$ cat src/rtl/poly1305_block_framer_if.sv
// Block-stream bus between the source data path, the framer and the
// Poly1305 MAC adapter: one source channel in, AAD/payload/length channels out.
interface poly1305_block_framer_if;
  logic         src_valid;
  logic [127:0] src_data;
  logic         src_ready;

  logic         aad_valid;
  logic [127:0] aad_data;
  logic [15:0]  aad_keep;
  logic         aad_ready;

  logic         pld_valid;
  logic [127:0] pld_data;
  logic [15:0]  pld_keep;
  logic         pld_ready;

  logic         len_valid;
  logic [127:0] len_block;
  logic         len_ready;

  // Framer side
  modport master (
    input  src_valid, src_data,
    output src_ready,
    output aad_valid, aad_data, aad_keep,
    input  aad_ready,
    output pld_valid, pld_data, pld_keep,
    input  pld_ready,
    output len_valid, len_block,
    input  len_ready
  );

  // Source / sink side
  modport slave (
    output src_valid, src_data,
    input  src_ready,
    input  aad_valid, aad_data, aad_keep,
    output aad_ready,
    input  pld_valid, pld_data, pld_keep,
    output pld_ready,
    input  len_valid, len_block,
    output len_ready
  );
endinterface

$ cat src/rtl/poly1305_block_framer.sv
// Poly1305 block framer: slices a byte-length-described message into AAD,
// payload and RFC 8439 length blocks with byte-keep masks and zero padding.
module poly1305_block_framer #(
  parameter int unsigned LEN_W = 32
) (
  input  logic             clk,
  input  logic             rst_n,
  input  logic             start,
  input  logic [LEN_W-1:0] aad_len_bytes,
  input  logic [LEN_W-1:0] pld_len_bytes,
  output logic             busy,
  output logic             done,
  poly1305_block_framer_if.master bus
);

  typedef enum logic [2:0] {IDLE, AAD, PLD, LEN, DONE} state_t;

  state_t           state;
  logic [LEN_W-1:0] rem;
  logic [LEN_W-1:0] aad_len_q;
  logic [LEN_W-1:0] pld_len_q;

  // Single holding register shared by the AAD and payload channels
  logic             obuf_full;
  logic [127:0]     obuf_data;
  logic [15:0]      obuf_keep;

  logic             in_data_phase;
  logic             ch_ready;
  logic             consume;
  logic             accept;
  logic             rem_big;
  logic [4:0]       take;
  logic [15:0]      word_keep;
  logic [127:0]     word_data;

  // Source handshake and the framing of the incoming word
  always_comb begin
    in_data_phase = (state == AAD) || (state == PLD);
    ch_ready      = (state == AAD) ? bus.aad_ready : bus.pld_ready;
    consume       = in_data_phase && obuf_full && ch_ready;
    bus.src_ready = in_data_phase && (!obuf_full || ch_ready) && (rem != '0);
    accept        = bus.src_valid && bus.src_ready;
    rem_big       = |rem[LEN_W-1:4];
    take          = rem_big ? 5'd16 : {1'b0, rem[3:0]};
    word_keep     = '0;
    word_data     = '0;
    for (int unsigned i = 0; i < 16; i++) begin
      word_keep[i] = (5'(i) < take);
      word_data[8*i +: 8] = word_keep[i] ? bus.src_data[8*i +: 8] : 8'h00;
    end
  end

  // Channel outputs: only the channel of the current phase sees the holding register
  always_comb begin
    bus.aad_valid = (state == AAD) && obuf_full;
    bus.aad_data  = bus.aad_valid ? obuf_data : '0;
    bus.aad_keep  = bus.aad_valid ? obuf_keep : '0;
    bus.pld_valid = (state == PLD) && obuf_full;
    bus.pld_data  = bus.pld_valid ? obuf_data : '0;
    bus.pld_keep  = bus.pld_valid ? obuf_keep : '0;
    bus.len_valid = (state == LEN);
    bus.len_block = (state == LEN) ? {64'(pld_len_q), 64'(aad_len_q)} : '0;
  end

  // Phase sequencing, byte counting and the holding register
  always_ff @(posedge clk) begin
    if (!rst_n) begin
      state     <= IDLE;
      rem       <= '0;
      aad_len_q <= '0;
      pld_len_q <= '0;
      obuf_full <= 1'b0;
      obuf_data <= '0;
      obuf_keep <= '0;
      busy      <= 1'b0;
      done      <= 1'b0;
    end else begin
      done <= 1'b0;
      unique case (state)
        IDLE: begin
          if (start) begin
            aad_len_q <= aad_len_bytes;
            pld_len_q <= pld_len_bytes;
            busy      <= 1'b1;
            if (aad_len_bytes != '0) begin
              state <= AAD;
              rem   <= aad_len_bytes;
            end else if (pld_len_bytes != '0) begin
              state <= PLD;
              rem   <= pld_len_bytes;
            end else begin
              state <= LEN;
              rem   <= '0;
            end
          end
        end
        AAD, PLD: begin
          if (accept) begin
            // Reload may coincide with consumption of the previous block
            obuf_full <= 1'b1;
            obuf_data <= word_data;
            obuf_keep <= word_keep;
            rem       <= rem - LEN_W'(take);
          end else if (consume) begin
            obuf_full <= 1'b0;
            if (rem == '0) begin
              if ((state == AAD) && (pld_len_q != '0)) begin
                state <= PLD;
                rem   <= pld_len_q;
              end else begin
                state <= LEN;
              end
            end
          end
        end
        LEN: begin
          if (bus.len_ready) begin
            state <= DONE;
            done  <= 1'b1;
            busy  <= 1'b0;
          end
        end
        DONE: begin
          state <= IDLE;
        end
        default: begin
          state <= IDLE;
        end
      endcase
    end
  end

endmodule

$ cat src/flat_wrapper.sv
// flat-port wrapper written by rule: the top's interface ports become plain ports
module poly1305_block_framer_flat 
#(
  parameter int unsigned LEN_W = 32
)
  (clk, rst_n, start, aad_len_bytes, pld_len_bytes, busy, done, bus_src_valid, bus_src_data, bus_src_ready, bus_aad_valid, bus_aad_data, bus_aad_keep, bus_aad_ready, bus_pld_valid, bus_pld_data, bus_pld_keep, bus_pld_ready, bus_len_valid, bus_len_block, bus_len_ready);
  poly1305_block_framer_if bus_i ();
  input  logic clk;
  input  logic rst_n;
  input  logic start;
  input  logic [LEN_W-1:0] aad_len_bytes;
  input  logic [LEN_W-1:0] pld_len_bytes;
  output logic busy;
  output logic done;
  input wire logic [$bits(bus_i.src_valid)-1:0] bus_src_valid;
  input wire logic [$bits(bus_i.src_data)-1:0] bus_src_data;
  output wire logic [$bits(bus_i.src_ready)-1:0] bus_src_ready;
  output wire logic [$bits(bus_i.aad_valid)-1:0] bus_aad_valid;
  output wire logic [$bits(bus_i.aad_data)-1:0] bus_aad_data;
  output wire logic [$bits(bus_i.aad_keep)-1:0] bus_aad_keep;
  input wire logic [$bits(bus_i.aad_ready)-1:0] bus_aad_ready;
  output wire logic [$bits(bus_i.pld_valid)-1:0] bus_pld_valid;
  output wire logic [$bits(bus_i.pld_data)-1:0] bus_pld_data;
  output wire logic [$bits(bus_i.pld_keep)-1:0] bus_pld_keep;
  input wire logic [$bits(bus_i.pld_ready)-1:0] bus_pld_ready;
  output wire logic [$bits(bus_i.len_valid)-1:0] bus_len_valid;
  output wire logic [$bits(bus_i.len_block)-1:0] bus_len_block;
  input wire logic [$bits(bus_i.len_ready)-1:0] bus_len_ready;
  assign bus_i.src_valid = bus_src_valid;
  assign bus_i.src_data = bus_src_data;
  assign bus_src_ready = bus_i.src_ready;
  assign bus_aad_valid = bus_i.aad_valid;
  assign bus_aad_data = bus_i.aad_data;
  assign bus_aad_keep = bus_i.aad_keep;
  assign bus_i.aad_ready = bus_aad_ready;
  assign bus_pld_valid = bus_i.pld_valid;
  assign bus_pld_data = bus_i.pld_data;
  assign bus_pld_keep = bus_i.pld_keep;
  assign bus_i.pld_ready = bus_pld_ready;
  assign bus_len_valid = bus_i.len_valid;
  assign bus_len_block = bus_i.len_block;
  assign bus_i.len_ready = bus_len_ready;
  poly1305_block_framer #(.LEN_W(LEN_W)) u_core (.clk(clk), .rst_n(rst_n), .start(start), .aad_len_bytes(aad_len_bytes), .pld_len_bytes(pld_len_bytes), .busy(busy), .done(done), .bus(bus_i));
endmodule
$ cat config.mk
export PLATFORM = sky130hd
export DESIGN_NAME = poly1305_block_framer_flat
export DESIGN_NICKNAME = d
export VERILOG_FILES = /design/src/rtl/poly1305_block_framer_if.sv /design/src/rtl/poly1305_block_framer.sv /design/src/flat_wrapper.sv
export SDC_FILE = /design/constraint.sdc
export NUM_CORES = 1
export LEC_CHECK = 0
export ABC_AREA = 1
export BUFFER_PORTS_ARGS = -buffer_cell sky130_fd_sc_hd__buf_4
export CORE_AREA = 5 5 237 239
export CTS_CLUSTER_SIZE = 30
export DETAILED_ROUTE_END_ITERATION = 6
export DIE_AREA = 0 0 242 244
export GPL_TIMING_DRIVEN = 0
export SLEW_MARGIN = 10
export SYNTH_ARGS = -nofsm -noshare
export SYNTH_HDL_FRONTEND = slang
export SYNTH_SLANG_ARGS = --single-unit
export TNS_END_PERCENT = 20
$ cat constraint.sdc
create_clock -name clk -period 3.32 [get_ports clk]
set_input_delay 0 -clock clk [delete_from_list [all_inputs] [get_ports clk]]
set_output_delay 0 -clock clk [all_outputs]
set_load 0.05 [all_outputs]
# ---- After elaboration in Yosys (flattened, before gate mapping)
# Index checks and enable logic that the tools add are counted.
dict set report op_classes {
  add_sub_neg 1
  mul 0
  div_mod_pow 0
  order_cmp 16
  eq_ne 11
  n_shift 0
  n_mux 46
  bitwise 0
  n_reduce_logical 29
}
# operator n
set ops {}
lappend ops {{$mux W128} 2}
lappend ops {{$mux W32} 7}
lappend ops {{$mux W8} 16}
lappend ops {{$reduce_bool A32 Y1} 4}
lappend ops {{$mux W96} 1}
lappend ops {{$pmux W32 S2} 1}
lappend ops {{$lt A4 B5 Y1 const A} 8}
lappend ops {{$logic_not A32 Y1} 1}
lappend ops {{$mux W16} 2}
lappend ops {{$sub A32 B5 Y32} 1}
lappend ops {{$reduce_or A28 Y1} 1}
lappend ops {{$lt A3 B5 Y1 const A} 4}
lappend ops {{$mux W3} 6}
lappend ops {{$lt A1 B5 Y1 const A} 2}
lappend ops {{$lt A2 B5 Y1 const A} 2}
lappend ops {{$reduce_and A5 Y1} 2}
lappend ops {{$ne A3 B1 Y1 const B} 3}
lappend ops {{$pmux W3 S3} 1}
lappend ops {{$logic_and A1 B1 Y1} 8}
lappend ops {{$mux W1} 8}
lappend ops {{$reduce_and A2 Y1} 4}
lappend ops {{$eq A3 B2 Y1 const B} 2}
lappend ops {{$ne A2 B1 Y1 const B} 3}
lappend ops {{$reduce_bool A2 Y1} 3}
lappend ops {{9 further kinds} 11}
dict set report word_totals {
  ff_bits 246
  latchBits 0
  mem_bits_rw 0
  rom_bits 0
  input_bits 199
  output_inout_bits 422
  elab_cells 112
  mem_count 0
}

# ---- Longest topological paths before layout
dict set report depth {
  ltp_word 8
  depth_mapped 20
  ltp_nobuf 20
}

# ---- Worst setup path after synthesis
# OpenSTA, ideal clock, no wires.
dict set report synth_path {
  kind {flip-flop to output port}
  from {register u_core.state[0]}
  to {output port bus_len_block[23]}
  arrival_ps 2858
  t_required_ps 3320
  path_slack_ps 462
  path_stages_with_launch 7
  n_path_buf 2
  cell_sequence {dfxtp_1 -> inv_1 -> nor3_1 -> inv_1 -> clkbuf_1 -> buf_1 -> nor2_1}
}
dict set report synth_between {
  elab_chain_len 2
}
# item line_no
set synth_rtl {}
lappend synth_rtl {{start: declaration} poly1305_block_framer.sv:18} ;# state_t state;
lappend synth_rtl {{start signal: assignment} poly1305_block_framer.sv:69} ;# state <= IDLE;
lappend synth_rtl {{start signal: assignment} poly1305_block_framer.sv:87} ;# state <= AAD;
lappend synth_rtl {{start signal: assignment} poly1305_block_framer.sv:90} ;# state <= PLD;
lappend synth_rtl {{$eq A3 B2 Y1} n/a}
lappend synth_rtl {{net bus_len_valid} flat_wrapper.sv:26} ;# output wire logic [$bits(bus_i.len_valid)-1:0] bus_len_valid;
lappend synth_rtl {{$mux W96} poly1305_block_framer.sv:63} ;# bus.len_block = (state == LEN) ? {64'(pld_len_q), 64'(aad_len_q)} : '0;
lappend synth_rtl {{end: declaration} flat_wrapper.sv:27} ;# output wire logic [$bits(bus_i.len_block)-1:0] bus_len_block;
# The timed path passes the listed nets, and every way through them passes these cells.

# ---- Worst setup path in the final report
dict set report layout_path {
  from {register u_core.state[2]}
  to {output port bus_pld_data[92]}
}
dict set report layout_between {
  elab_chain_len 3
}
# item line_no
set layout_rtl {}
lappend layout_rtl {{$eq A3 B2 Y1} poly1305_block_framer.sv:59} ;# bus.pld_valid = (state == PLD) && obuf_full;
lappend layout_rtl {{$logic_and A1 B1 Y1} poly1305_block_framer.sv:59}
lappend layout_rtl {{$mux W128} poly1305_block_framer.sv:60} ;# bus.pld_data = bus.pld_valid ? obuf_data : '0;
lappend layout_rtl {{end: declaration} flat_wrapper.sv:23} ;# output wire logic [$bits(bus_i.pld_data)-1:0] bus_pld_data;
# Every way passes these cells.

==> summary.txt <==
Layout
  • Fraction of layout instances using a drive strength above 1: 24.27%
  • Combined area of the multi-input logic cells: between 6000 and 7000 sq um
  • Most common cell after layout, fill and taps aside: buf_4
  • Final-layout fill cell count: between 5000 and 6000
  • Footprint of the flip-flops and latches: a little under 5000 sq um
  • Final-stage net count: between 3000 and 4000
  • Post-route cell area: around 22000 sq um
  • Commonest non-fill, non-tap cells in the layout: buf_4, nor2_1, nand2_1, inv_1, a21oi_1
  • Area added between synthesis and finish: 62.43%

Routing
  • Count of unresolved DRC violations after routing: 0
  • Post-route antenna net violation count: 0
  • Detail Route met2 WL: roughly 36000 um
  • Post-Route M1 WL: around 29000 um
  • DRT Wirelength: a little over 70000 um
  • Max layer used: met5
  • DR WL/cell: between 15 and 20 um
  • Met3 Wirelength: a little under 5000 um
  • Number of vias in the routed layout: around 17000
  • Number of iterations in the first detailed-routing pass: 5
  • Count of routing violations after the opening detailed-route iteration: 1288
  • Via/cell ratio: approximately 4.6

Critical path
  • Type of destination of the critical path: output port
  • Type of origin of the critical path: flip-flop
  • Max incr delay on CP: 730 ps
  • Critical path data arrival time: roughly 3200 ps
  • Crit path max-delay cell type: clkbuf_1
  • Required @ worst endpoint: between 3000 and 4000 ps
  • Startpoint-to-endpoint class of the critical path: reg2out
  • Worst-path fanout max: 10
  • Worst-path cell chain: nor2_1 > nand2_1 > nor2_2 > inv_2 > clkbuf_1 > clkbuf_1 > nor2_1 > buf_4

Logic synthesis
  • Post-synth design cell area: around 14000 sq um
  • Synthesis-stage register bit count: roughly 250
  • Post-synth top area cell: dfxtp_1
  • Number of synthesized flops with an enable pin: 0
  • Sequential fraction of the synthesis area: a little over a third
  • Count of unique library cells instantiated by Yosys: 40
  • Top-area cell type share of the netlist area: 36.35%
  • Most used flip-flop cell after synthesis: dfxtp_1
  • Async S/R FF share, synth: 0%
  • Warnings from Yosys: 0
  • Per-instance average area after synthesis: 6.246 sq um
  • Post-synthesis instance total: 2169
  • Top cells by area in the synthesized netlist: dfxtp_1, nor2_1, a21oi_1, nand2_1, inv_1

GRT
  • Tot GR Track Use: 22.80%
  • Total global routing overflow: 0
  • Global-route wire length before repair: 105200 um
  • Pin count of the biggest net entering global routing: 16
  • Vias in the first global route: about 17000
  • Antenna violations before repair: 17

STA
  • RSZ-0062 raised after global routing: no
  • Min Clock Period, post-route: 3159 ps
  • Max Slew Vio Count: 0
  • Max Fclk: about 0.32 GHz
  • Portion of the clock cycle consumed by the worst path in the final layout: a little over nine tenths
  • Headroom to the max-slew limit: roughly a third
  • Worst Skew: 20.17 ps
  • Setup total negative slack: 0 ps
  • Slew @ Worst Pin: slightly above 1000 ps
  • Final hold viol count: 0
  • Count of endpoints failing setup in the final report: 0
  • WHS: 164.4 ps

Die
  • Top-level port count: 621
  • Width of the chip: between 200 and 250 um
  • Standard-cell rows: 85
  • Core Footprint: between 50000 and 60000 sq um
  • Area enclosed by the die boundary: 59050 sq um
  • Initial Utilization: between 20 and 30%
  • Height of the die: about 240 um

Placed design
  • Count of input and output buffers: around 560
  • Weighted congestion at the end of routability-driven global placement: between 0.9 and 1
  • Placed cell area: 18820 sq um
  • Placed wire-length estimate: ~58000 um

Clock tree
  • H-Tree Depth: 1
  • Clk buf depth: 3
  • Clock latency at the later pin of the worst-skew pair: 590 ps
  • Num CTS Buffers: 30
  • Clock-pin slew of the registers on the worst-case setup and hold paths: roughly 60 ps
  • Count of clock tree sinks: about 250
  • TritonCTS clock tree: built
  • Master cell of the clock root buffer: clkbuf_16

Hold path
  • Type of the tightest min-delay check: in2reg

Power and ir drop
  • Standby leakage power: just under 0.01 uW
  • Worst vdd rail ir drop: between 0.0005 and 0.0006 V
  • Areal power density over the cells: between 600 and 700 nW/um^2
  • Power after layout: around 15000 uW

Status
  • Result of the run: complete, no violations

Run
  • Maximum Capacitance Violations: 0
[where the power goes]
group          switching, uW  total [uW]  internal [uW]
Combinational           5050        7230           2180
Sequential               441        4120           3680
Clock                   1370        3550           2180
Total                   6860       14900           8040
[what timing repair did]
| item | in CTS | in global routing |
|---|---|---|
| setup endpoints to repair | 10 | 15 |
| pin swaps | 0 | 1 |
| endpoints found under the hold margin | 227 | 0 |
| setup buffers | 0 | 1 |
| resized for setup | 2 | 5 |
| hold buffers | 205 | 0 |
[final cells by class]
type                       count  share of cell area, %
sequential                   246                  22.38
timing repair buffer         761                  28.30
multi-input combinational   1505                  30.72
clock inverter                 9                 0.6312
tap                          696                  3.958
clock buffer                  47                  4.293
inverter                     291                  4.964
buffer                       190                  4.686
antenna                        6                0.06824
[state kept, by name, summed over array words and instances, names as in the netlist]
signal and count:
u_core.state 3, u_core.obuf_data 128, u_core.busy 1, u_core.obuf_full 1
u_core.rem 32, u_core.obuf_keep 16, u_core.done 1, u_core.aad_len_q 32
u_core.pld_len_q 32
[per-stage QoR]
step	setup slack [ps]	instances	util, %
after floorplan	461.6	2232	-
after global placement	84.44	3483	35.11
after detailed placement	106.0	3483	35.11
after CTS	12.18	3744	40.98
after global routing	23.13	3749	41.04
final	161.1	3751	41.05
[cell families (layout without fill, tap and decap cells)]
group	Yosys count	count (layout)	share of synthesized area (%)
and+or+nand+nor	1020	1020	31.16
buffers and inverters	481	1298	15.62
AOI/OAI and AO/OA	408	408	15.97
DFF	246	246	36.35
xor gates and xnor gates	9	9	0.5819
adders and majority gates	2	2	0.1847
other	2	71	0.05544
muxes	1	1	0.07389
[metal layers]
layer  track usage [%]  vias up
met4             6.445       10
met2             41.11      673
met3             4.630      124
met5                 0        -
li1                  -     8437
met1             27.61     8017
[worst paths after layout]
kind / start / end / slack, ps / cells past startpoint
hold / removal: rst_n / u_core.aad_len_q[27] / 160 / 4
setup reg to reg: u_core.state[0] / u_core.obuf_data[80] / 330 / 11
hold reg to reg: u_core.aad_len_q[24] / u_core.aad_len_q[24] / 460 / 2
setup / recovery: u_core.state[2] / bus_pld_data[92] / 160 / 8
[cells in the mapped netlist, types with 3 or more instances]
| cell | instances |
|---|---|
| nand2_4 | 3 |
| a21oi_1 | 254 |
| a211oi_1 | 8 |
| clkbuf_1 | 83 |
| nor4_1 | 18 |
| inv_2 | 4 |
| o21ai_1 | 13 |
| nand2_1 | 307 |
| nand2_2 | 6 |
| nor2_2 | 5 |
| o21ai_0 | 97 |
| nand4_1 | 36 |
| buf_2 | 26 |
| inv_1 | 285 |
| o211ai_1 | 14 |
| buf_1 | 9 |
| nor2_1 | 530 |
| nand3_1 | 92 |
| xnor2_1 | 3 |
| xor2_1 | 6 |
| buf_4 | 70 |
| nor3_1 | 14 |
| a22oi_1 | 16 |
| dfxtp_1 | 246 |
[critical path: cells and delay by family (launching register included)]
family        cells  cell delay [ps]
buf+inv           4             1820
simple gates      4              380
flops             1              350
No activity file was read; power rests on OpenSTA's default activity.
